===== src/rtl/pwm_capture.sv =====
// pwm_capture: measures period and duty (0-100 %) of an async PWM pin.
// Optional glitch filter: define PWM_CAP_FILTER_EN (depth FILT_LEN).
// Ports: I_clk, I_rst_n (async, active-low), I_en, I_pwm (async pin),
//   O_duty[7:0], O_period[CNT_W-1:0], O_valid (strobe), O_timeout.
module pwm_capture #(
  parameter int CNT_W       = 32,
  parameter int TIMEOUT_CYC = 2_000_000,
  parameter int FILT_LEN    = 4
) (
  input  logic             I_clk,
  input  logic             I_rst_n,
  input  logic             I_en,
  input  logic             I_pwm,
  output logic [7:0]       O_duty,
  output logic [CNT_W-1:0] O_period,
  output logic             O_valid,
  output logic             O_timeout
);

  localparam int DW = CNT_W + 7;
  localparam logic [CNT_W-1:0] TO_LAST = CNT_W'(TIMEOUT_CYC - 1);

  typedef enum logic [1:0] {
    IDLE,
    WAIT_RISE,
    MEASURE
  } state_t;

  logic s1, s2;
  logic lvl;
  logic lvl_r;
  logic rise_r;

  always_ff @(posedge I_clk or negedge I_rst_n) begin
    if (!I_rst_n) begin
      s1 <= 1'b0;
      s2 <= 1'b0;
    end else begin
      s1 <= I_pwm;
      s2 <= s1;
    end
  end

`ifdef PWM_CAP_FILTER_EN
  localparam int FW = $clog2(FILT_LEN + 1);
  logic [FW-1:0] f_cnt;
  logic          f_lvl;

  // Level follows s2 only once it has disagreed FILT_LEN samples in a row.
  always_ff @(posedge I_clk or negedge I_rst_n) begin
    if (!I_rst_n) begin
      f_cnt <= '0;
      f_lvl <= 1'b0;
    end else if (s2 == f_lvl) begin
      f_cnt <= '0;
    end else if (f_cnt == FW'(FILT_LEN - 1)) begin
      f_cnt <= '0;
      f_lvl <= s2;
    end else begin
      f_cnt <= f_cnt + FW'(1);
    end
  end

  assign lvl = f_lvl;
`else
  assign lvl = s2;
`endif

  // rise_r and lvl_r describe the same sample, so the FSM sees a
  // consistent level/edge pair.
  always_ff @(posedge I_clk or negedge I_rst_n) begin
    if (!I_rst_n) begin
      lvl_r  <= 1'b0;
      rise_r <= 1'b0;
    end else begin
      lvl_r  <= lvl;
      rise_r <= lvl & ~lvl_r;
    end
  end

  state_t           state;
  logic [CNT_W-1:0] period_cnt;
  logic [CNT_W-1:0] high_cnt;
  logic             div_busy;
  logic [3:0]       div_step;
  logic [DW-1:0]    div_rem;
  logic [DW-1:0]    div_den;
  logic [7:0]       div_q;
  logic [CNT_W-1:0] div_per;

  logic [CNT_W-1:0] per_next;
  logic [CNT_W-1:0] hi_total;
  logic             div_free;
  logic             timed_out;

  // The cycle that carries the rising edge is always high, so it
  // closes the high count of the period that ends there.
  assign per_next  = period_cnt + CNT_W'(1);
  assign hi_total  = high_cnt + CNT_W'(lvl_r);
  assign div_free  = !div_busy || (div_step == 4'd8);
  assign timed_out = (period_cnt == TO_LAST);

  always_ff @(posedge I_clk or negedge I_rst_n) begin
    if (!I_rst_n) begin
      state      <= IDLE;
      period_cnt <= '0;
      high_cnt   <= '0;
      div_busy   <= 1'b0;
      div_step   <= '0;
      div_rem    <= '0;
      div_den    <= '0;
      div_q      <= '0;
      div_per    <= '0;
      O_duty     <= '0;
      O_period   <= '0;
      O_valid    <= 1'b0;
      O_timeout  <= 1'b0;
    end else begin
      O_valid <= 1'b0;
      if (!I_en) begin
        state      <= IDLE;
        period_cnt <= '0;
        high_cnt   <= '0;
        div_busy   <= 1'b0;
      end else begin
        // Restoring divide: quotient < 256, so 8 shifted-divisor
        // steps starting at period<<7 are enough.
        if (div_busy) begin
          if (div_step == 4'd8) begin
            O_duty    <= div_q;
            O_period  <= div_per;
            O_valid   <= 1'b1;
            O_timeout <= 1'b0;
            div_busy  <= 1'b0;
          end else begin
            if (div_rem >= div_den) begin
              div_rem <= div_rem - div_den;
              div_q   <= {div_q[6:0], 1'b1};
            end else begin
              div_q   <= {div_q[6:0], 1'b0};
            end
            div_den  <= div_den >> 1;
            div_step <= div_step + 4'd1;
          end
        end

        unique case (state)
          IDLE: begin
            state <= WAIT_RISE;
          end
          WAIT_RISE, MEASURE: begin
            if (rise_r) begin
              // A result finishing this cycle frees the divider.
              if (state == MEASURE && div_free) begin
                div_busy <= 1'b1;
                div_step <= '0;
                div_q    <= '0;
                div_rem  <= DW'(hi_total) * DW'(100);
                div_den  <= {per_next, 7'b0};
                div_per  <= per_next;
              end
              period_cnt <= '0;
              high_cnt   <= '0;
              state      <= MEASURE;
            end else if (timed_out) begin
              O_duty     <= lvl_r ? 8'd100 : 8'd0;
              O_period   <= '0;
              O_timeout  <= 1'b1;
              O_valid    <= 1'b1;
              div_busy   <= 1'b0;
              period_cnt <= '0;
              high_cnt   <= '0;
              state      <= WAIT_RISE;
            end else begin
              period_cnt <= per_next;
              high_cnt   <= hi_total;
            end
          end
          default: begin
            state <= IDLE;
          end
        endcase
      end
    end
  end

endmodule


===== config.mk =====
export PLATFORM = sky130hd
export DESIGN_NAME = pwm_capture
export DESIGN_NICKNAME = d
export VERILOG_FILES = /design/src/rtl/pwm_capture.sv
export SDC_FILE = /design/constraint.sdc
export NUM_CORES = 1
export LEC_CHECK = 0
export CORE_ASPECT_RATIO = 0.8
export CORE_MARGIN = 2
export CORE_UTILIZATION = 50
export CTS_CLUSTER_SIZE = 14
export DETAILED_ROUTE_END_ITERATION = 10
export PLACE_DENSITY = 0.67
export RECOVER_POWER = 25
export REMOVE_ABC_BUFFERS = 1
export SYNTH_ARGS = -nofsm -noshare
export SYNTH_HDL_FRONTEND = slang
export SYNTH_SLANG_ARGS = --single-unit

===== constraint.sdc =====
create_clock -name I_clk -period 6.2 [get_ports I_clk]
set_clock_uncertainty 0.15 [all_clocks]
set_input_delay 0.93 -clock I_clk [delete_from_list [all_inputs] [get_ports I_clk]]
set_output_delay 0.93 -clock I_clk [all_outputs]
set_load 0.02 [all_outputs]

Yosys cells after proc, flatten, opt, wreduce, memory -nomap -nowiden. Index checks and enable logic that the tools add are counted.

Input port bits: 4. Output and inout port bits: 42. Bits in registers: 235.

Reduce and logical (&&, ||, !) cells: 6. Equal/unequal tests: 6. $add $sub $neg: 4. Muxes and demuxes: 63. Bitwise logic cells: 2. Multiply operators: 1. $lt $le $gt $ge: 1.

Operators by type and width (number): $mux W39 (11); $mux W32 (13); $mux W8 (10); $ge A39 B39 Y1 (1); $sub A39 B39 Y39 (1); $mul A32 B5 Y37 const B (1); $add A32 B1 Y32 (1); $add A32 B1 Y32 const B (1); $eq A32 B21 Y1 const B (1); $mux W4 (5); $mux W1 (19); $mux W7 (1); $mux W2 (3); $add A4 B1 Y4 const B (1); $eq A4 B4 Y1 const B (1); $ne A4 B4 Y1 const B (1); $pmux W2 S2 (1); $reduce_and A4 Y1 (1); $eq A2 B1 Y1 const B (1); $eq A2 B2 Y1 const B (1); $logic_not A2 Y1 (1); $ne A2 B1 Y1 const B (1); $reduce_or A2 Y1 (1); $and A1 B1 Y1 (1); 4 further kinds (4).

Longest topological paths before layout. Gate-level depths: netlist (run 1).

Word-level depth: 7. Gate-level depth with buffers: 25. Mapped depth without buffers: 23.

Worst setup path before layout (run 1). OpenSTA, ideal clock, no wires.

Path type: register -> register. Start point: register high_cnt[1]. End point: register div_rem[37]. Library setup time: 104 ps. Arrival time: 5491 ps. Period minus slack after synthesis: 5745 ps. Stages on the path, launching flop included: 23. Path slack: 455 ps. Cell sequence: dfrtp_1 and4_4 and3_1 nand3_2 nor2_2 and4_1 nand2_1 xor2_1 inv_1 ha_1 ha_1 inv_1 fa_1 inv_1 ha_1 a2111oi_0 nand2b_1 o211a_1 a221o_1 a221oi_1 a21oi_1 xnor2_1 a221oi_1.

Word-level cells in the longest chain between the ends: 5.

Ends and longest elaborated chain: from (decl) (RTL line 83) `logic [CNT_W-1:0] high_cnt;`; from (signal assigned) (RTL line 176) `high_cnt <= hi_total;`; $add A32 B1 Y32 (RTL line 99) `assign hi_total = high_cnt + CNT_W'(lvl_r);`; $mul A32 B5 Y37 (RTL line 158) `div_rem <= DW'(hi_total) * DW'(100);`; $mux W39 (RTL line 154) `if (state == MEASURE && div_free) begin`; $mux W39 (RTL line 152) `if (rise_r) begin`; $mux W39 (RTL line 147) `unique case (state)`; to (signal assigned) (RTL line 137) `div_rem <= div_rem - div_den;`; to (signal assigned) (RTL line 158); to (decl) (RTL line 86) `logic [DW-1:0] div_rem;`.

Every way passes these cells. A chain may end at the register's enable or synchronous reset.

Worst setup path after layout (run 1). Same ends and word-level chain as after synthesis.

==> results of run 1 <==
==> power by group through the flow <==
stage / combinational, W / sequential, W / clock (W)
after global routing: 0.000806 / 0.00169 / 0.00172
after CTS: 0.000723 / 0.00168 / 0.00165
after global placement: 0.000715 / 0.00171 / 0
after detailed placement: 0.000717 / 0.00171 / 0
after floorplan: 0.000509 / 0.00169 / 0
final: 0.000724 / 0.00168 / 0.00162
==> final cells by class <==
type / count / area (um2)
multi-input cells: 1340 / 9590
inverters: 208 / 781
repair buffers: 65 / 602
well taps: 427 / 534
clock inverters: 10 / 130
clock buffers: 38 / 757
fillers: 2991 / 14300
flip-flops and latches: 235 / 5880
==> routing by layer <==
metal  GRT usage, %  part of all wire [%]  routed length [um]  vias to the layer above
met5              0                     0                   0                        -
met4           4.16                   1.7                 670                        0
met3           3.45                   5.4                2160                       44
met2           37.5                    44               17700                      303
met1           35.0                    49               19700                     6400
li1               -                     -                   -                     6460
==> per-stage QoR <==
stage | std cells | area (um2) | worst slack (ns) | hold WS [ns] | power, W
after floorplan | 1783 | 16100 | 0.455 | 0.181 | 0.00220
after global placement | 2274 | 17300 | 0.255 | 0.210 | 0.00242
after detailed placement | 2274 | 17300 | -0.0460 | 0.210 | 0.00243
final | 2323 | 18300 | 0.368 | 0.217 | 0.00402
after CTS | 2322 | 18200 | 0.0319 | 0.142 | 0.00406
after global routing | 2323 | 18300 | 0.0180 | 0.237 | 0.00422
==> synthesized netlist by cell type, types with 9 or more instances <==
library cell,number
a211oi_1,9
a21o_1,36
a21oi_1,103
a221o_1,18
a22o_1,22
a22oi_1,19
a31oi_1,11
and2_1,9
and3_1,36
buf_2,24
clkbuf_1,46
dfrtp_1,235
fa_1,27
ha_1,149
inv_1,208
mux2i_1,40
nand2_1,169
nand2b_1,18
nand3_1,39
nand4_1,19
nor2_1,162
nor2b_1,12
nor3_1,16
o21a_1,12
o21ai_0,115
o21ai_1,31
o22ai_1,32
o31ai_1,17
xnor2_1,76
xor2_1,50
==> registers in the layout (all words and copies together), names as in the netlist <==
signal      count
div_q           8
O_duty          8
div_den        39
lvl             1
state           2
div_step        4
O_valid         1
high_cnt       32
lvl_r           1
div_per        32
div_rem        39
O_timeout       1
rise_r          1
O_period       32
period_cnt     32
div_busy        1
s1              1
==> worst reg2reg max path: stages (launching register included) <==
cell and delay (ns):
dfrtp_1 0.44, and4_4 0.28, nand4_4 0.12, or2_4 0.29, nor3_4 0.15, and3_1 0.29, and3_1 0.24, xnor2_2 0.18
inv_1 0.08, ha_1 0.28, ha_1 0.28, inv_1 0.05, fa_1 0.53, inv_1 0.05, ha_1 0.38, a2111oi_4 0.40
nand2b_1 0.10, o211a_1 0.25, a221o_1 0.38, a221oi_2 0.27, a21oi_1 0.12, xnor2_1 0.15, a221oi_1 0.29
==> how the worst min path moves through the flow <==
| stage | startpoint | end | cells past startpoint |
|---|---|---|---|
| after floorplan | s1 | lvl | 0 |
| after global placement | lvl | lvl_r | 0 |
| after detailed placement | lvl | lvl_r | 0 |
| after CTS | I_rst_n | high_cnt[30] | 1 |
| after global routing | lvl | lvl_r | 0 |
| final | lvl | lvl_r | 0 |
==> timing repair <==
item | 4_1_cts | 5_1_grt
resized for setup | 1 | 11
gates cloned | 0 | 0
pin swaps | 0 | 0
setup buffers | 0 | 1
setup endpoints to repair | 1 | 5
==> cell families after synthesis <==
kind of cell             after synthesis  share of synthesized area [%]
adder cells (fa/ha/maj)              176                           14.6
AO/OA/AOI/OAI                        474                           18.4
flip-flops                           235                           35.6
XOR/XNOR                             129                           6.98
AND/OR/NAND/NOR                      521                           15.0
multiplexers                          40                           2.42
buffers and inverters                291                           6.98
==> flow_summary.yaml, run 1 <==
status:
  status: "complete, but fails checks"
  violations: "capacitance limit, slew limit"
floorplanning:
  core-area_um2: 32600
  die-area_um2: 34500
  dieWidth_um: 207
  ios: 46
  initial_core_util_pct: 50.7
  std_cell_rows: 59
  chipHeight_um: 167
clock_tree:
  postCtsHoldBufs: 0
  clockBufferDepth: 3
  clk_pin_slew_ns: 0.06
  cts.sinks: 235
  htreeDepth: 1
  cts-root-buf: "clkbuf_16"
  cts_tree: "built"
  numCtsBuffers: 26
  worstSkewPairLatency_ns: 0.55
worst_hold_path:
  worstHoldPathType: "flop to flop"
yosys:
  ys_seq_area_share_pct: 35.6
  synth_async_sr_flop_share_pct: 100
  synth_top_area_cell: "dfrtp_1"
  synth_edf_count: 0
  ys.flop_type: "dfrtp_1"
  ys_warn_count: 0
  synthDistinctLibCells: 77
  synth_seq_cells: 235
  synth.area.top_cells: "dfrtp_1 (36%), ha_1 (11%), inv_1 (4.7%)"
  syn-cell-area_um2: 16500
  synth_cells: 1866
  avgSynthCellArea_um2: 8.85
  yosys.area.top_type_share_pct: 35.6
setup_path:
  crit_required_ns: 6.49
  worstSetupPathType: "flop to flop"
  r2r-start: "high_cnt[1]"
  crit_buf_inv: 3
  rrSetupSlack_ns: 0.37
  slowest_delay_ns: 0.53
  crit_chain: "and4_4, nand4_4, or2_4, nor3_4, and3_1, and3_1, xnor2_2, inv_1, ha_1, ha_1, inv_1, fa_1, inv_1, ha_1, a2111oi_4, nand2b_1, o211a_1, a221o_1, a221oi_2, a21oi_1, xnor2_1, a221oi_1"
  cp-startpoint: "high_cnt[1]"
  critPathCapture: "div_rem[37]"
  path_delay_family: "compound AO/OA/AOI/OAI gates"
  start_kind: "flop"
  crit_path_end_kind: "flop"
  worst_path_max_delay_cell: "fa_1"
  cp_max_fo: 6
  arrival_ns: 6.13
  critical_path_depth: 22
  reg2regPathDepth: 22
  r2r-end: "div_rem[37]"
power_and_ir_drop:
  p_leak_nw: 9.62
  p_comb_share_pct: 18.0
  ir_worst_vdd_mv: 0.202
  clockPowerShare_pct: 40.2
  seq_power_share_pct: 41.8
  powerDensity_nw_per_um2: 220
  internal_power_w: 0.00285
  netSwitchingFraction_pct: 29.3
  power.switching_w: 0.00118
flow_run:
  cap_violations: 1
layout:
  layout_common_cells: "dfrtp_1 (234), inv_1 (208), nand2_1 (167), nor2_1 (161), ha_1 (148)"
  syn2layout_area_growth_pct: 10.6
  n_antenna_cell: 0
  final_nets: 2056
  mostFrequentLayoutCell: "dfrtp_1"
  layout-drive-gt1-share_pct: 5.75
  fin_util_pct: 56.1
global_routing:
  antenna_found_initial: 0
  grt_usage_pct: 23.7
  grt_pass1_wl_mm: 68.1
  grt_overflow: 0
  grt_max_degree: 120
  grt_pass1_vias: 13290
route:
  final_antenna_net_count: 0
  drc: 0
  drtIter0Drc: 906
  vias: 13207
  wl_per_cell_um: 17.3
  dr.pass1.iters: 5
  wl_mm: 40.2
  routed_via_density: 5.69
timing:
  max_freq_mhz: 171
  setup_viol: 0
  final_max_slew_viol_count: 50
  setup_tns_ns: 0
  finalHoldViolations: 0
  maxSlewHeadroom_pct: -97.6
  tightest_slew_ns: 2.96
  rsz0062_at_grt: "no"
  fin_crit_ns: 5.83
  fin_crit_sh_pct: 94.1
placement:
  gp_congestion: 0.943
  dp_hpwl_mm: 29.9
  port-buffer-count: 45
No activity file was read; power rests on OpenSTA's default activity.
==> run 2, diff against run 1 <==
Settings changed: CAP_MARGIN set to 30, CORE_ASPECT_RATIO 0.8 to 0.7.
==> run 2 against run 1 <==
Count of clock-buffer cells in the layout shrank 8. Sequential cell count is the same. Non-clock buffer count grew 1. Sequential power is essentially flat. Critical endpoint unchanged. Register-to-register slack is essentially flat. Critical path depth is the same. Global-route usage grew 0.53 points. The flow still finishes with violations (capacitance limit, slew limit). Total power shrank 1.8%. Die area is essentially flat. Maximum frequency grew 0.14%.
==> flow_summary.yaml, run 2 (synthesized netlist as in run 1, its figures left out) <==
status:
  status: "complete, but fails checks"
  violations: "capacitance limit, slew limit"
floorplanning:
  core-area_um2: 32400
  ios: 46
  die-area_um2: 34500
  chipHeight_um: 156
  dieWidth_um: 221
  std_cell_rows: 55
  initial_core_util_pct: 51.0
route:
  routed_via_density: 5.74
  drtIter0Drc: 1061
  final_antenna_net_count: 0
  dr.pass1.iters: 5
  wl_mm: 41.4
  wl_per_cell_um: 17.8
  vias: 13310
  drc: 0
power_and_ir_drop:
  internal_power_w: 0.00275
  power.switching_w: 0.00120
  ir_worst_vdd_mv: 0.225
  netSwitchingFraction_pct: 30.3
  clockPowerShare_pct: 39.0
  p_comb_share_pct: 18.5
  p_leak_nw: 9.57
  powerDensity_nw_per_um2: 218
  seq_power_share_pct: 42.5
clock_tree:
  cts_tree: "built"
  htreeDepth: 1
  clk_pin_slew_ns: 0.06
  cts.sinks: 235
  postCtsHoldBufs: 0
  numCtsBuffers: 25
  clockBufferDepth: 3
  worstSkewPairLatency_ns: 0.55
  cts-root-buf: "clkbuf_16"
  postCtsSetupRepairBufs: 0
placement:
  dpl_cell_area_um2: 17300
  dp_cells: 2276
  gp_congestion: 0.921
  dp_hpwl_mm: 30.6
  port-buffer-count: 45
layout:
  fin_cells: 2320
  top_regs: "div_den: 39 flops, div_rem: 39 flops"
  final_area_um2: 18100
  layout_common_cells: "dfrtp_1 (235), inv_1 (208), nand2_1 (167), nor2_1 (161), ha_1 (149)"
  syn2layout_area_growth_pct: 9.81
  layout-drive-gt1-share_pct: 5.60
  nFillCells: 2962
  n_antenna_cell: 0
  mostFrequentLayoutCell: "dfrtp_1"
  final_nets: 2056
setup_path:
  r2r-start: "high_cnt[1]"
  worstSetupPathType: "flop to flop"
  r2r-end: "div_rem[37]"
  crit_path_end_kind: "flop"
  start_kind: "flop"
  rrSetupSlack_ns: 0.38
  crit_required_ns: 6.49
  reg2regPathDepth: 22
  cp_max_fo: 6
  arrival_ns: 6.11
timing:
  setup_viol: 0
  tightest_slew_ns: 2.77
  finalHoldViolations: 0
  final_max_slew_viol_count: 170
  fin_crit_sh_pct: 93.9
  fin_crit_ns: 5.82
  max_freq_mhz: 172
  maxSlewHeadroom_pct: -84.8
global_routing:
  grt_pass1_wl_mm: 68.1
  grt_max_degree: 128
  grt_usage_pct: 24.3
  grt_overflow: 0
  grt_pass1_vias: 12933
  antenna_found_initial: 0
worst_hold_path:
  worstHoldPathType: "flop to flop"
  min_from: "s1"
  min_path_cells: 0
  min_to: "lvl"
flow_run:
  cap_violations: 2
==> run 2: changes by cell type in the layout (fill, tap and decap cells not counted), sizes merged <==
cell      previous run  this run
clkinv               5         7
buf                 21        22
clkbuf              39        31
clkinvlp             2         4
==> run 2: routing by layer <==
layer / vias up / wire (um) / GRT usage (%)
met4: 0 / 1050 / 6.52
li1: 6463 / - / -
met5: - / 0 / 0
met1: 6510 / 21100 / 36.7
met3: 61 / 2300 / 4.27
met2: 276 / 17000 / 35.6
==> run 2: worst max-delay path: stages, from the launching register on <==
cell and delay (ns):
dfrtp_1 0.44, and4_4 0.27, and3_1 0.27, nand3_2 0.15, nor2_2 0.17, and4_2 0.33, nand2_1 0.08, xor2_1 0.21
inv_1 0.07, ha_1 0.30, ha_1 0.28, inv_1 0.05, fa_1 0.53, inv_1 0.04, ha_1 0.36, a2111oi_2 0.45
nand2b_1 0.09, o211a_1 0.25, a221o_1 0.38, a221oi_2 0.28, a21oi_1 0.12, xnor2_1 0.14, a221oi_1 0.30
==> run 2: power by group through the flow <==
stage / registers, W / logic (W) / clock network, W
2_1_floorplan: 0.00169 / 0.000509 / 0
3_3_place_gp: 0.00171 / 0.000712 / 0
3_5_place_dp: 0.00171 / 0.000721 / 0
4_1_cts: 0.00168 / 0.000726 / 0.00157
5_1_grt: 0.00169 / 0.000810 / 0.00163
6_report: 0.00168 / 0.000730 / 0.00154
==> run 2: area by class of cell <==
class / instances / area, um2 / share of cell area [%]
multi-input cells: 1340 / 9530 / 52.5
clock inverters: 14 / 159 / 0.876
clock buffers: 30 / 654 / 3.61
inverters: 208 / 781 / 4.30
well taps: 427 / 534 / 2.95
flip-flops and latches: 235 / 5880 / 32.4
repair buffers: 66 / 602 / 3.32
==> run 2: metrics by stage <==
stage                     hold slack [ns]  TNS [ns]  utilization, %  setup slack [ns]  power [W]
after global routing                0.206   -0.0422            56.0           -0.0422    0.00413
after floorplan                     0.181         0               -             0.455    0.00220
final                               0.202         0            56.0             0.376    0.00395
after detailed placement            0.190         0            53.5             0.148    0.00243
after global placement              0.188         0            53.4             0.329    0.00242
after CTS                           0.109         0            56.0             0.127    0.00398
==> run 2: worst max path at each step <==
stage / slack [ns] / end / startpoint / cells after the start
final: 0.38 / div_rem[37] / high_cnt[1] / 22
after floorplan: 0.45 / div_rem[37] / high_cnt[1] / 22
after CTS: 0.13 / div_rem[37] / lvl_r / 22
after global placement: 0.33 / div_rem[37] / lvl_r / 22
after global routing: -0.04 / div_rem[37] / high_cnt[1] / 22
after detailed placement: 0.15 / div_rem[37] / lvl_r / 22
==> run 2: repair_timing <==
| action | CTS | global route |
|---|---|---|
| endpoints found under the setup margin | 0 | 4 |
| gates resized for setup | 0 | 6 |
| hold endpoints to repair | 0 | 0 |
==> run 3, diff against run 2 <==
Settings changed: CAP_MARGIN 30 to 20.
==> run 3 against run 2 <==
The run still ends with capacitance limit, slew limit left. Utilization up 0.13 points. Non-clock buffer count down 1. Wire length down 1.0%. Final area up 0.23%. Worst hold slack worse by 0.0022 ns. Clock power up 6%. Global-route usage down 0.10 points. Via count unchanged. Critical path type unchanged. Largest cell class unchanged. Highest routed layer unchanged.
==> flow_summary.yaml, run 3 (synthesized netlist as in run 1, its figures left out) <==
power_and_ir_drop:
  clockPowerShare_pct: 40.4
  ir_worst_vdd_mv: 0.181
  seq_power_share_pct: 41.7
  netSwitchingFraction_pct: 29.6
  internal_power_w: 0.00284
  power.switching_w: 0.00119
  powerDensity_nw_per_um2: 222
  p_leak_nw: 9.58
  p_comb_share_pct: 17.9
setup_path:
  worst_path_max_delay_cell: "fa_1"
  crit_path_end_kind: "flop"
  rrSetupSlack_ns: 0.35
  reg2regPathDepth: 22
  crit_chain: "and4_4, and3_1, nand3_2, buf_4, nor3_1, xnor2_1, inv_1, ha_1, ha_1, inv_1, fa_1, inv_1, ha_1, nand3_1, a211oi_1, o21ai_1, a21oi_1, nor2_1, a311oi_2, mux2i_1, o31ai_1, a221o_1"
  cp_max_fo: 6
  r2r-end: "div_rem[36]"
  r2r-start: "high_cnt[1]"
  start_kind: "flop"
  slowest_delay_ns: 0.50
  arrival_ns: 6.14
  worstSetupPathType: "flop to flop"
  crit_required_ns: 6.49
worst_hold_path:
  min_from: "s1"
  min_to: "lvl"
  worstHoldPathType: "flop to flop"
  min_path_cells: 0
flow_run:
  cap_violations: 2
global_routing:
  antenna_found_initial: 0
  met2_usage_pct: 35.8
  grt_util_met1_pct: 37.0
  grt-busiest-layer: "met1"
  grt_pass1_vias: 12946
  grt_max_degree: 128
  grt_overflow: 0
  grt_util_met3_pct: 3.58
  grt_pass1_wl_mm: 67.8
  grt_usage_pct: 24.1
clock_tree:
  ctsResizeCount: 0
  postCtsSetupRepairBufs: 0
  htreeDepth: 1
  cts.sinks: 235
  clockBufferDepth: 3
  cts_tree: "built"
  worstSkewPairLatency_ns: 0.55
  clk_pin_slew_ns: 0.06
  cts-root-buf: "clkbuf_16"
  postCtsHoldBufs: 0
  numCtsBuffers: 25
timing:
  setup_tns_ns: 0
  setup_viol: 0
  fin_crit_sh_pct: 94.4
  setup_ws_ns: 0.348
  fin_crit_ns: 5.85
  rsz0062_at_grt: "no"
  max_freq_mhz: 171
  final_max_slew_viol_count: 170
  tightest_slew_ns: 2.75
  finalHoldViolations: 0
  maxSlewHeadroom_pct: -83.6
layout:
  syn2layout_area_growth_pct: 10.1
  final_nets: 2055
  mostFrequentLayoutCell: "dfrtp_1"
  layout_common_cells: "dfrtp_1 (235), inv_1 (208), nand2_1 (167), nor2_1 (161), ha_1 (149)"
  top_regs: "div_den: 39 flops, div_rem: 39 flops"
  layout-drive-gt1-share_pct: 5.55
  n_antenna_cell: 0
floorplanning:
  ios: 46
  dieWidth_um: 221
  die-area_um2: 34500
  chipHeight_um: 156
  initial_core_util_pct: 51.0
  std_cell_rows: 55
  core-area_um2: 32400
status:
  violations: "capacitance limit, slew limit"
  status: "complete, but fails checks"
route:
  drc: 0
  routed_via_density: 5.74
  wl_mm: 41.0
  final_antenna_net_count: 0
  dr.pass1.iters: 6
  wl_per_cell_um: 17.7
  drtIter0Drc: 1032
  vias: 13310
placement:
  dp_hpwl_mm: 30.5
  place_ws_ns: 0.130
  gp_congestion: 0.921
  port-buffer-count: 45
## run 3: changes by cell type in the layout (fill, tap and decap cells not counted), sizes merged
cell      before  now
clkinvlp       4    5
bufinv         3    5
inv          208  209
buf           22   21
clkinv         7    4
## run 3: how the worst max path moves through the flow
stage	slack, ns	cells past startpoint	endpoint	start
after floorplan	0.45	22	div_rem[37]	high_cnt[1]
after global placement	0.33	22	div_rem[37]	lvl_r
after detailed placement	0.13	22	div_rem[37]	lvl_r
after CTS	0.13	22	div_rem[37]	lvl_r
after global routing	0.007	22	div_rem[37]	high_cnt[1]
final	0.35	22	div_rem[36]	high_cnt[1]
## run 3: critical path, delay by kind of cell, from the launching register on
kind | cells | cell delay (ns)
xor+xnor | 1 | 0.26
fa+ha+maj | 4 | 1.45
flops | 1 | 0.44
compound gates | 6 | 1.74
simple gates | 6 | 1.12
mux | 1 | 0.24
buf+inv | 4 | 0.37
## run 3: area by class of cell
type / count / area, um2
Clock inverter: 15 / 220
Clock buffer: 30 / 654
Timing Repair Buffer: 65 / 587
Inverter: 208 / 781
Tap cell: 427 / 534
Sequential cell: 235 / 5880
Fill cell: 2917 / 14200
Multi-Input combinational cell: 1340 / 9530
## run 3: power by group through the flow
stage / logic [W] / registers, W / clock network, W
floorplan: 0.000509 / 0.00169 / 0
CTS: 0.000720 / 0.00168 / 0.00166
detailed placement: 0.000715 / 0.00171 / 0
global placement: 0.000712 / 0.00171 / 0
global route: 0.000803 / 0.00169 / 0.00172
finish: 0.000724 / 0.00168 / 0.00163
## run 3: stage by stage
stage | total power (W) | area [um2] | util [%] | instances | hold WS (ns)
after floorplan | 0.00220 | 16100 | - | 1783 | 0.181
after global placement | 0.00242 | 17300 | 53.4 | 2275 | 0.188
after detailed placement | 0.00242 | 17300 | 53.4 | 2275 | 0.190
after CTS | 0.00406 | 18200 | 56.1 | 2320 | 0.105
after global routing | 0.00422 | 18200 | 56.1 | 2320 | 0.208
final | 0.00403 | 18200 | 56.1 | 2320 | 0.200
## run 3: metal layers
layer  up-vias  routed length (um)
li1       6475                   -
met1      6493               21000
met2       291               17000
met3        51                2080
met4         0                 920
met5         -                   0
